<file path="config.mk">
export PLATFORM = sky130hd
export DESIGN_NAME = ahb_tcm_sram_bridge
export DESIGN_NICKNAME = d
export VERILOG_FILES = /design/src/rtl/ahb_tcm_sram_bridge.sv
export SDC_FILE = /design/constraint.sdc
export NUM_CORES = 1
export LEC_CHECK = 0
export ABC_AREA = 1
export ABC_CLOCK_PERIOD_IN_PS = 9750
export BUFFER_PORTS_ARGS = -buffer_cell sky130_fd_sc_hd__buf_2
export CAP_MARGIN = 40
export CORE_MARGIN = 1
export CORE_UTILIZATION = 55
export DETAILED_ROUTE_END_ITERATION = 8
export PLACE_DENSITY = 0.83
export SKIP_LAST_GASP = 1
export SLEW_MARGIN = 15
export SYNTH_ARGS = -nofsm -noshare
export SYNTH_HDL_FRONTEND = slang
export SYNTH_SLANG_ARGS = --single-unit
</file>
<file path="constraint.sdc">
create_clock -name HCLK -period 9.75 [get_ports HCLK]
set_clock_uncertainty 0.1 [all_clocks]
set_input_delay 1.4625 -clock HCLK [delete_from_list [all_inputs] [get_ports HCLK]]
set_output_delay 1.4625 -clock HCLK [all_outputs]
set_load 0.01 [all_outputs]
</file>
<file path="src/rtl/ahb_tcm_sram_bridge.sv">
// AHB-Lite slave that turns zero-wait AHB transfers into single-port TCM SRAM accesses.
// Writes are deferred through a one-entry buffer; reads merge any still-buffered bytes.
module ahb_tcm_sram_bridge #(
  parameter int AW = 16
) (
  input  logic          HCLK,
  input  logic          HRESET,
  input  logic          HSEL,
  input  logic [31:0]   HADDR,
  input  logic [1:0]    HTRANS,
  input  logic [2:0]    HSIZE,
  input  logic          HWRITE,
  input  logic [31:0]   HWDATA,
  input  logic          HREADY,
  output logic          HREADYOUT,
  output logic          HRESP,
  output logic [31:0]   HRDATA,
  output logic [AW-1:0] SRAMADDR,
  output logic [3:0]    SRAMWEN,
  output logic [31:0]   SRAMWDATA,
  output logic          SRAMCS,
  input  logic [31:0]   SRAMRDATA
);

  logic          acc, rd_ap, wr_ap;
  logic [AW-1:0] ap_addr;
  logic [3:0]    ap_mask;

  logic          dph_wr, dph_rd;
  logic [AW-1:0] dph_addr;
  logic [3:0]    dph_mask;

  logic          pend_valid;
  logic [AW-1:0] pend_addr;
  logic [3:0]    pend_mask;
  logic [31:0]   pend_data;

  logic [3:0]    merge_mask, merge_mask_nxt;
  logic [31:0]   merge_data, merge_data_nxt;

  logic          unused_bits;

  assign unused_bits = ^{HADDR[31:AW+2], HTRANS[0]};

  assign HREADYOUT = 1'b1;
  assign HRESP     = 1'b0;

  assign acc     = HSEL & HTRANS[1] & HREADY;
  assign rd_ap   = acc & ~HWRITE;
  assign wr_ap   = acc & HWRITE;
  assign ap_addr = HADDR[AW+1:2];

  always_comb begin
    ap_mask = 4'b1111;
    case (HSIZE)
      3'd0:    ap_mask = 4'b0001 << HADDR[1:0];
      3'd1:    ap_mask = HADDR[1] ? 4'b1100 : 4'b0011;
      default: ap_mask = 4'b1111;
    endcase
  end

  // A read always wins the port; the write it displaces is parked in the pending buffer.
  always_comb begin
    SRAMCS    = 1'b0;
    SRAMWEN   = 4'b0000;
    SRAMADDR  = '0;
    SRAMWDATA = 32'h0;
    if (!HRESET) begin
      if (rd_ap) begin
        SRAMCS   = 1'b1;
        SRAMADDR = ap_addr;
      end else if (pend_valid) begin
        SRAMCS    = 1'b1;
        SRAMWEN   = pend_mask;
        SRAMADDR  = pend_addr;
        SRAMWDATA = pend_data;
      end else if (dph_wr) begin
        SRAMCS    = 1'b1;
        SRAMWEN   = dph_mask;
        SRAMADDR  = dph_addr;
        SRAMWDATA = HWDATA;
      end
    end
  end

  always_comb begin
    merge_mask_nxt = 4'b0000;
    merge_data_nxt = 32'h0;
    if (pend_valid && pend_addr == ap_addr) begin
      merge_mask_nxt = pend_mask;
      merge_data_nxt = pend_data;
    end else if (dph_wr && dph_addr == ap_addr) begin
      merge_mask_nxt = dph_mask;
      merge_data_nxt = HWDATA;
    end
  end

  always_ff @(posedge HCLK or posedge HRESET) begin
    if (HRESET) begin
      dph_wr     <= 1'b0;
      dph_rd     <= 1'b0;
      dph_addr   <= '0;
      dph_mask   <= 4'b0000;
      pend_valid <= 1'b0;
      pend_addr  <= '0;
      pend_mask  <= 4'b0000;
      pend_data  <= 32'h0;
      merge_mask <= 4'b0000;
      merge_data <= 32'h0;
    end else begin
      dph_wr <= wr_ap;
      dph_rd <= rd_ap;
      if (wr_ap) begin
        dph_addr <= ap_addr;
        dph_mask <= ap_mask;
      end
      if (rd_ap) begin
        merge_mask <= merge_mask_nxt;
        merge_data <= merge_data_nxt;
      end else begin
        merge_mask <= 4'b0000;
      end
      if (rd_ap && dph_wr) begin
        pend_valid <= 1'b1;
        pend_addr  <= dph_addr;
        pend_mask  <= dph_mask;
        pend_data  <= HWDATA;
      end else if (pend_valid && !rd_ap) begin
        pend_valid <= 1'b0;
      end
    end
  end

  always_comb begin
    HRDATA = 32'h0;
    if (dph_rd) begin
      for (int i = 0; i < 4; i++)
        HRDATA[8*i +: 8] = merge_mask[i] ? merge_data[8*i +: 8] : SRAMRDATA[8*i +: 8];
    end
  end

  // Only a read can displace a write, and the cycle after a read has no write data phase.
  assert property (@(posedge HCLK) disable iff (HRESET) !(pend_valid && dph_wr && !rd_ap));

endmodule

</file>
Word level (Yosys, flattened, before mapping)
Index checks and enable logic that the tools add are counted.
{ "word_totals": {"reg_bits": 111, "input_bits": 106} }
{ "op_classes": {"eq_ne": 3, "shift": 1, "mux": 30, "n_bitwise": 5, "reduce_logical": 7} }
{ "ops": {"columns": ["cell", "n"], "rows": [
  ["$mux 32", 7],
  ["$mux 16", 4],
  ["$eq 16x16->1", 2],
  ["$mux 4", 8],
  ["$mux 8", 4],
  ["$pmux 4 s2", 1],
  ["$mux 1", 6],
  ["$and 1x1->1", 4],
  ["$logic_and 1x1->1", 4],
  ["$shl 1x2->4 const A", 1],
  ["$eq 3x1->1 const B", 1],
  ["$logic_not 3->1", 1],
  ["$reduce_bool 2->1", 1],
  ["$logic_not 1->1", 1],
  ["$not 1->1", 1]
]} }

Longest topological paths before layout
Gate-level depths: netlist (run 1).
{ "depth": {"depth_word": 7, "mapped_depth": 11, "depth_no_buf": 10} }

Worst setup path before layout (run 1)
Ideal clock, no wire load.
{ "synth_path": {"path_type": "input to output", "from": "in HRESET", "to": "out SRAMWDATA[10]", "arrival_time_ns": 5.082, "required_time_ns": 8.188, "setup_slack_ns": 3.105, "cell_stages": 5, "cell_sequence": "clkbuf_1 inv_1 nand2_1 buf_2 nor2_1"} }
{ "synth_between": {"elab_chain_len": 1} }
{ "synth_lines": {"columns": ["item", "line", "rtl"], "rows": [
  ["from (decl)", "7", "input logic HRESET,"],
  ["$mux 32", "68", "if (!HRESET) begin"],
  ["to (decl)", "20", "output logic [31:0] SRAMWDATA,"]
]} }
No other way between the ends.

Final worst setup path (run 1)
{ "layout_path": {"from": "in HREADY", "to": "out SRAMWDATA[2]"} }
{ "layout_between": {"elab_chain_len": 4} }
{ "layout_lines": {"columns": ["item", "line", "rtl"], "rows": [
  ["from (decl)", "14", "input logic HREADY,"],
  ["$and 1x1->1", "48", "assign acc = HSEL & HTRANS[1] & HREADY;"],
  ["$and 1x1->1", "49", "assign rd_ap = acc & ~HWRITE;"],
  ["$mux 32", "69", "if (rd_ap) begin"],
  ["$mux 32", "68", null]
]} }
No other way between the ends.

==> run metrics, run 1 <==
outcome finished, final reports clean; Placed Area 7870 um2; Clock power frac 0.351; final hold slack 389 ps; Ys Warns 0; sequential power share 0.486; DR vias 7604; Slew headroom 0.404; period utilisation layout 0.500; Post-synth top cells nand2_1 (233), nor2_1 (176), dfrtp_1 (111); vias in the first global route 6921; XOR/XNOR Fraction of Synth Area 0.00632; Clock Tree Buf Depth 2; Cell Pwr Density 131 nW/um2; worst path arrival time 3310 ps; total power 1.07 mW; Reg2Reg Setup Slack 6160 ps; r2r worst-path depth 9; DIE HEIGHT 114 um; ANT cells 0; DP Wirelength 13800 um; DRT Pass-1 Iters 6; Compound-Gate Fraction of Synth Area 0.161; CTS Sinks 111; hold crit path type reg2reg; Root Buffer clkbuf_16; initial core utilization 0.570; htree depth 3; worst-path cell chain buf_2 > nand3_1 > nor2_4 > inv_2 > nand2_1 > buf_4 > nor2_1 > buf_2; synthesized cell area 6930 um2; post-synthesis mux area share 0.00162; layout cells sized above 1 0.213; Max VDD drop 73.6 uV; DIE WIDTH 114 um; Via density 5.82; combinational cell fraction of total power 0.162; switching pwr 0.325 mW; Layout Nets 1239; Setup TNS Final 0 ps; Mapped Avg Cell Area 6.93 um2; largest cells by area after synthesis dfrtp_1 (40%), nand2_1 (13%), nor2_1 (9.5%), nand4_1 (6.5%), o21ai_0 (5.5%); Final WS setup 4880 ps; worst setup path class in2out; clock latency at the later pin of the worst-skew pair 350 ps; core area 12200 um2; full die area 13100 um2; cts hold-fix bufs 0; Synth async-reset ratio 1.00; non-filler cells, final 1306; Sw Share 0.302; cell area after layout 8180 um2; fin crit period 4870 ps; Post-route DRC 0; Worst Hold Depth 2; CTS Buf Count 9; worst-path maximum fanout 35; Seq/Total Area, Yosys 0.401; CTS tree built; area leader, netlist dfrtp_1; Most common cell on crit path buf_2; post-CTS sizing 0; hold_sp merge_data[22]$_DFFE_PP0P_; Max stage delay on crit path 500 ps; Worst-Margin Slew 891 ps; top-count cell post-synth nand2_1; CP startpoint kind primary input; Place WS 4890 ps; reg2reg end merge_data[1]$_DFFE_PP0P_; largest net degree at the start of global routing 71; drt wl/cell 15.9 um; P&R area growth vs syn 18.0%; IO Count 193; Synth cell types 31; first-pass GRT wire length 33800 um; FF-to-FF Start pend_valid$_DFFE_PP0P_; Hold Path End merge_data[22]$_DFFE_PP0P_; Setup Fix Bufs, Post-CTS 0; Overall Global Routing Usage 0.328; Final Slew Violations 0; cell family with most CP delay buffers and inverters; post-placement cell count 1290; Initial DRC Count 732; top-area cell type share of the netlist area 0.401; PortBufs 175; Synth Area in Adders 0; CP Capture Type output port; Fin. Hold Viols 0; Net Count, Synth 1106; Final Wtd Congestion 0.925; number of routed nets with antenna violations 0; antenna violations before repair 1; GRT overflow 0; register bit total from synthesis 111; WP data required 8190 ps; largest family of logic cells by synthesized area simple AND/OR/NAND/NOR gates; clock slew at reported path FFs 80 ps; Simple-Gate Fraction of Synth Area 0.332; Int Pwr 0.750 mW; fillers 1120; EDFF count, synth 0; Max stage delay cell, worst path inv_2; ys flop type dfrtp_1; CP bufs+invs 4; Routed Wire Length 20800 um; Leak 4.50 nW; max cap viols 0; unrepaired setup endpoints after global routing no; final setup vio count 0; Layout Utilization 0.672; Synth Instances 1000; Fmax 205 MHz; Rows 40
-- cells by family after synthesis --
group	after synthesis
simple gates	535
compound gates	184
buf+inv	162
flops	111
xor+xnor	5
other cells	2
mux	1
-- sequential cells by signal, summed over array words and instances (netlist names), 4 cells and up --
name,flops
merge_data,32
pend_data,32
dph_addr,16
pend_addr,16
dph_mask,4
merge_mask,4
pend_mask,4
-- power by group through the flow --
| stage | logic, mW | clock network, mW | registers [mW] |
|---|---|---|---|
| 6_report | 0.175 | 0.377 | 0.523 |
| 3_3_place_gp | 0.164 | 0 | 0.529 |
| 3_5_place_dp | 0.171 | 0 | 0.530 |
| 2_1_floorplan | 0.110 | 0 | 0.523 |
| 4_1_cts | 0.172 | 0.380 | 0.521 |
| 5_1_grt | 0.196 | 0.398 | 0.526 |
-- final cells by class --
| type | count | area (um2) | share of cell area |
|---|---|---|---|
| repair buffers | 188 | 1020 | 0.125 |
| multi-input cells | 727 | 3500 | 0.428 |
| clock buffers | 12 | 267 | 0.0326 |
| well taps | 168 | 210 | 0.0257 |
| inverters | 96 | 363 | 0.0444 |
| clock inverters | 4 | 36.3 | 0.00444 |
| flip-flops and latches | 111 | 2780 | 0.340 |
-- tightest hold or removal path: stages, from the launching register on --
cell     delay (ps)
dfrtp_1         350
nand2_1          50
nand2_1          50
-- how the worst max path moves through the flow --
stage / startpoint / end / slack [ps] / cells past startpoint
5_1_grt: HREADY / SRAMWDATA[10] / 4660 / 8
4_1_cts: HREADY / SRAMWDATA[2] / 4880 / 8
3_5_place_dp: HREADY / SRAMWDATA[2] / 4890 / 8
2_1_floorplan: HRESET / SRAMWDATA[10] / 3110 / 5
6_report: HREADY / SRAMWDATA[2] / 4880 / 8
3_3_place_gp: HREADY / SRAMWDATA[19] / 4930 / 8
-- cell usage in the layout (no fill, tap or decap), drive strengths merged --
cell,Yosys,routed
nor2,183,183
mux2,1,1
a21oi,36,36
dfrtp,111,111
nand3,39,39
a22oi,36,36
or2,3,3
a31oi,1,1
o21ai,79,79
conb,2,2
clkinv,1,2
nand3b,3,3
clkbuf,28,12
inv,95,97
nand4,73,73
nand2,234,234
clkinvlp,0,1
xnor2,5,5
a221oi,16,16
a211oi,16,16
buf,38,188
-- layer usage --
metal,wire (um),global-route usage
met1,8780,0.446
met2,9900,0.531
met3,1770,0.0471
met4,343,0.132
met5,10,0
No activity file was read; power rests on OpenSTA's default activity.
==> run 2: changes to the inputs <==
ABC_AREA = 0   (was 1)
ABC_CLOCK_PERIOD_IN_PS = 4400   (was 9750)
CORE_UTILIZATION = 47   (was 55)
PLACE_DENSITY = 0.77   (was 0.83)
clock period = 4.4 ns   (was 9.75 ns; I/O delays follow)
==> run 2 against run 1 <==
Core utilization fell by 8.9 points. Combinational power rose by 66%. Highest routed layer is now met4. Cell area fell by 5.1%. Sequential cell count did not move. Sequential share of layout area rose by 1.8 points. Final cell count fell by 11%. Sequential power rose by 120%. Clock-buffer cell count fell by 3. Worst hold slack improved by 21 ps.
==> run metrics, run 2 <==
Net Count, Synth 943 (-15%); area leader, netlist dfrtp_1; Mapped Avg Cell Area 7.71 um2 (+11%); worst-path maximum fanout 56 (+60%); number of routed nets with antenna violations 0 (unchanged); post-CTS sizing 0 (unchanged); EDFF count, synth 0 (unchanged); Max stage delay on crit path 580 ps (+80 ps); Overall Global Routing Usage 0.258 (-0.0701); clock latency at the later pin of the worst-skew pair 350 ps (about the same); Clock Tree Buf Depth 2 (unchanged); Synth cell types 34 (+9.7%); CP Capture Type output port; Max stage delay cell, worst path buf_4; Fmax 332 MHz; Final Slew Violations 0 (unchanged); Final Wtd Congestion 0.831 (-10%); layout cells sized above 1 0.222 (+0.00968); fin crit period 3020 ps; vias in the first global route 5725 (-17%); full die area 14200 um2 (+8.8%); Via density 5.32 (-8.7%); ANT cells 0 (unchanged); GRT overflow 0 (unchanged); Cell Pwr Density 296 nW/um2 (+130%); initial core utilization 0.485 (-0.0844); Fin. Hold Viols 0 (unchanged); max cap viols 0 (unchanged); Seq/Total Area, Yosys 0.430 (+0.0296); top-count cell post-synth nand2_1; Placed Area 7460 um2 (-5.3%); CTS Buf Count 9 (unchanged); Routed Wire Length 17700 um (-15%); Slew headroom 0.466 (+0.0617); Post-synth top cells nand2_1 (309), dfrtp_1 (111), nor2_1 (86); register bit total from synthesis 111 (unchanged); CP startpoint kind primary input; antenna violations before repair 0 (-1); Max VDD drop 170 uV (+130%); Setup Fix Bufs, Post-CTS 0 (unchanged); DIE WIDTH 119 um (+4.3%); most frequent cells in the layout nand2_1 (308), buf_2 (175), dfrtp_1 (110); worst setup path class in2out; Ys Warns 0 (unchanged); cts hold-fix bufs 0 (unchanged); Synth Instances 837 (-16%); cell area after layout 7760 um2 (-5.1%); clock slew at reported path FFs 70 ps (about the same); period utilisation layout 0.685; largest registers merge_data x32, pend_data x32; most common cell after layout, fill and taps aside nand2_1; DR vias 6174 (-19%); Root Buffer clkbuf_16; Synth async-reset ratio 1.00 (unchanged); Layout Utilization 0.583 (-0.0889); DRT Pass-1 Iters 5 (-1); cell family with most CP delay buffers and inverters; worst path arrival time 2260 ps (-1050 ps); final hold slack 410 ps (+21.2 ps); Leak 4.20 nW (-6.7%); core area 13300 um2 (+9.3%); Worst-Margin Slew 801 ps (-90.4 ps); largest cells by area after synthesis dfrtp_1 (43%), nand2_1 (18%), mux2i_1 (5.6%), nor2_1 (5.0%), a21o_1 (3.8%); IO Count 193 (unchanged); htree depth 3 (unchanged); PortBufs 175 (unchanged); DIE HEIGHT 119 um (+4.3%); total power 2.30 mW (+110%); Initial DRC Count 515 (-30%); ys flop type dfrtp_1; Post-route DRC 0 (unchanged); drt wl/cell 15.2 um (-4.3%); worst-path cell chain buf_2 > nand4b_1 > buf_4 > nand2_1 > buf_4 > nor2_1 > buf_2; CP bufs+invs 4 (unchanged); top-area cell type share of the netlist area 0.430 (+0.0296); final setup vio count 0 (unchanged); unrepaired setup endpoints after global routing no; P&R area growth vs syn 20.2%; Rows 42 (+5.0%); hold crit path type reg2reg; outcome finished, final reports clean; first-pass GRT wire length 28900 um (-15%); synthesized cell area 6450 um2 (-6.9%); WP data required 3640 ps (-4550 ps); CTS tree built; CTS Sinks 111 (unchanged); Layout Nets 1086 (-12%); largest net degree at the start of global routing 62 (-13%); DP Wirelength 11900 um (-14%)
[run 2: cell types whose count changed after synthesis, moves of 23 or more]
cell	previous run	this run
nor2_1	176	86
nand2_1	233	309
inv_1	76	4
nand4_1	72	6
o21ai_0	76	38
mux2i_1	0	36
nand3_1	38	4
a21o_1	0	33
nor2b_1	0	32
a22oi_1	36	9
buf_2	32	9
[run 2: worst min-delay path, delay by kind of cell, from the launching register on]
kind,cells,cell delay (ps)
flip-flops,1,370
AND/OR/NAND/NOR,2,120
[run 2: cell families after synthesis]
| group | Yosys count | share of synthesized area |
|---|---|---|
| XOR/XNOR | 32 | 0.0434 |
| AND/OR/NAND/NOR | 462 | 0.295 |
| flip-flops | 111 | 0.430 |
| AO/OA/AOI/OAI | 128 | 0.128 |
| buffers and inverters | 65 | 0.0442 |
| multiplexers | 37 | 0.0576 |
| other | 2 | 0.00116 |
[run 2: per-layer routing]
layer	GRT usage	routed length [um]	part of all wire	vias up
met3	0.0388	1180	0.067	30
met5	0	0	0	-
met1	0.348	7610	0.43	2892
li1	-	-	-	3001
met2	0.412	8460	0.48	251
met4	0.111	449	0.025	0
[run 2: path summary, 6_finish.rpt]
| path | start | endpoint | slack (ps) | cells past startpoint |
|---|---|---|---|---|
| hold reg to reg | pend_data[27]$_DFFE_PP0P_ | pend_data[27]$_DFFE_PP0P_ | 410 | 2 |
| setup / recovery | HSEL | SRAMWEN[0] | 1380 | 7 |
| min in group asynchronous | HRESET | pend_data[4]$_DFFE_PP0P_ | 600 | 3 |
| hold / removal | pend_data[27]$_DFFE_PP0P_ | pend_data[27]$_DFFE_PP0P_ | 410 | 2 |
| max in group asynchronous | HRESET | pend_addr[4]$_DFFE_PP0P_ | 2350 | 4 |
| setup reg to reg | pend_addr[13]$_DFFE_PP0P_ | merge_mask[1]$_DFF_PP0_ | 2290 | 6 |
[run 2: layout make-up]
class | instances | area, um2
fillers | 1208 | 5540
repair buffers | 192 | 1030
flip-flops and latches | 111 | 2780
inverters | 5 | 22.5
well taps | 176 | 220
clock inverters | 7 | 72.6
clock buffers | 9 | 225
multi-input cells | 661 | 3410
[run 2: where the power goes]
part | internal [mW] | switching, mW
sequential | 1.10 | 0.0784
clock | 0.443 | 0.390
combinational | 0.124 | 0.166
total | 1.66 | 0.635
[run 2: per-stage QoR]
step                cells  setup WS, ps  setup TNS, ps
floorplan             837         -31.6           -949
global placement     1143          1360              0
detailed placement   1145          1410              0
CTS                  1161          1380              0
global route         1161          1250              0
finish               1161          1380              0
==> run 3: changes to the inputs <==
ABC_AREA = 1   (was 0)
ABC_CLOCK_PERIOD_IN_PS = 3100   (was 4400)
CORE_UTILIZATION = 53   (was 47)
PLACE_DENSITY = 0.81   (was 0.77)
clock period = 3.1 ns   (was 4.4 ns; I/O delays follow)
==> run 3 against run 2 <==
Core utilization increased by 6.6 points. Global-route usage increased by 5.4 points. Cell area increased by 6.1%. Critical endpoint is now SRAMADDR[15]. Sequential power increased by 40%. First-iteration DRC count increased by 46%. Critical path type is now reg2out. Worst hold slack got worse by 170 ps. Setup slack got worse by 940 ps. Critical path depth decreased by 1. Register-to-register slack got worse by 1600 ps. Wire length increased by 16%.
==> run metrics, run 3 (synthesis gave the netlist of run 1 again) <==
Max VDD drop 293 uV (+72%); vias in the first global route 6632 (+16%); Overall Global Routing Usage 0.312 (+0.0537); worst-path cell chain inv_1 > nor2_4 > buf_4 > a221oi_1 > a211oi_1 > buf_2; hold_sp HWRITE; full die area 13500 um2 (-4.7%); Slew headroom 0.431 (-0.0349); most frequent cells in the layout nand2_1 (232), buf_2 (175), nor2_1 (170); first-pass GRT wire length 32700 um (+13%); period utilisation layout 0.857; fillers 1180 (-2.3%); CTS Sinks 111 (unchanged); post-placement cell count 1304 (+14%); WP data required 2530 ps (-1110 ps); hold crit path type in2reg; antenna violations before repair 0 (unchanged); CP Capture Type output port; Cell Pwr Density 412 nW/um2 (+39%); CTS tree built; DIE HEIGHT 116 um (-2.4%); htree depth 3 (unchanged); Max stage delay on crit path 440 ps (-140 ps); max cap viols 0 (unchanged); cts hold-fix bufs 0 (unchanged); cell family with most CP delay buffers and inverters; final setup vio count 0 (unchanged); worst path arrival time 2090 ps (-170 ps); Post-route DRC 0 (unchanged); Placed Area 7930 um2 (+6.3%); largest registers merge_data x32, pend_data x32; Rows 41 (-2.4%); DP Wirelength 14100 um (+18%); DIE WIDTH 116 um (-2.4%); Final Slew Violations 0 (unchanged); FF-to-FF Start pend_valid$_DFFE_PP0P_; P&R area growth vs syn 18.8%; number of routed nets with antenna violations 0 (unchanged); Clock Tree Buf Depth 2 (unchanged); Leak 4.54 nW (+8.1%); worst-path maximum fanout 28 (-50%); worst setup path class reg2out; Fin. Hold Viols 0 (unchanged); CTS Buf Count 9 (unchanged); Root Buffer clkbuf_16; clock latency at the later pin of the worst-skew pair 370 ps (+20 ps); cell area after layout 8230 um2 (+6.1%); non-filler cells, final 1320 (+14%); Final Wtd Congestion 0.970 (+17%); Initial DRC Count 750 (+46%); Routed Wire Length 20500 um (+16%); CP bufs+invs 3 (-1); Setup TNS Final 0 ps (unchanged); drt wl/cell 15.6 um (+2.0%); Via density 5.64 (+6.1%); PortBufs 175 (unchanged); clock slew at reported path FFs 80 ps (about the same); crit path launch dph_wr$_DFF_PP0_; ANT cells 0 (unchanged); IO Count 193 (unchanged); largest net degree at the start of global routing 60 (-3.2%); unrepaired setup endpoints after global routing no; DR vias 7450 (+21%); most common cell after layout, fill and taps aside nand2_1; core area 12700 um2 (-4.7%); Fmax 376 MHz; initial core utilization 0.547 (+0.0615); outcome finished, final reports clean; GRT overflow 0 (unchanged); post-CTS sizing 0 (unchanged); Layout Nets 1249 (+15%); Worst-Margin Slew 853 ps (+52.3 ps); DRT Pass-1 Iters 5 (unchanged); final hold slack 238 ps (-172 ps); Max stage delay cell, worst path dfrtp_1; fin crit period 2660 ps; layout cells sized above 1 0.222 (about the same); CP startpoint kind flop; Setup Fix Bufs, Post-CTS 0 (unchanged)
## run 3: per-layer routing
| metal | up-vias | GRT usage | wire [um] |
|---|---|---|---|
| met3 | 46 | 0.0524 | 1660 |
| met5 | - | 0 | 0 |
| met2 | 354 | 0.490 | 9530 |
| li1 | 3615 | - | - |
| met1 | 3435 | 0.424 | 8840 |
| met4 | 0 | 0.140 | 497 |
## run 3: where the power goes
group | leakage (nW) | switching (mW) | internal (mW)
Sequential | 1.36 | 0.0914 | 1.55
Combinational | 3.03 | 0.355 | 0.186
Clock | 0.151 | 0.572 | 0.636
## run 3: layout make-up
| class | count | area, um2 | area share |
|---|---|---|---|
| multi-input cells | 727 | 3510 | 0.427 |
| flip-flops and latches | 111 | 2780 | 0.338 |
| repair buffers | 198 | 1060 | 0.129 |
| inverters | 96 | 364 | 0.0442 |
| clock buffers | 9 | 225 | 0.0274 |
| well taps | 172 | 215 | 0.0261 |
| clock inverters | 7 | 75.1 | 0.00912 |
## run 3: worst paths after layout
check	to	slack, ps	cells after the start
worst max-delay path	SRAMADDR[15]	440	6
worst min-delay path	dph_rd$_DFF_PP0_	240	2
worst max register to register	merge_data[16]$_DFFE_PP0P_	700	9
worst min register to register	merge_data[1]$_DFFE_PP0P_	380	2
max in group asynchronous	merge_data[9]$_DFFE_PP0P_	1280	4
min in group asynchronous	dph_addr[15]$_DFFE_PP0P_	430	3
## run 3: stage by stage
step           utilization  power [mW]  worst slack, ps
3_5_place_dp         0.626        2.20              701
5_1_grt              0.650        3.55              343
4_1_cts              0.650        3.40              433
6_report             0.650        3.39              442
3_3_place_gp         0.626        2.19              733
2_1_floorplan            -        2.00             -606
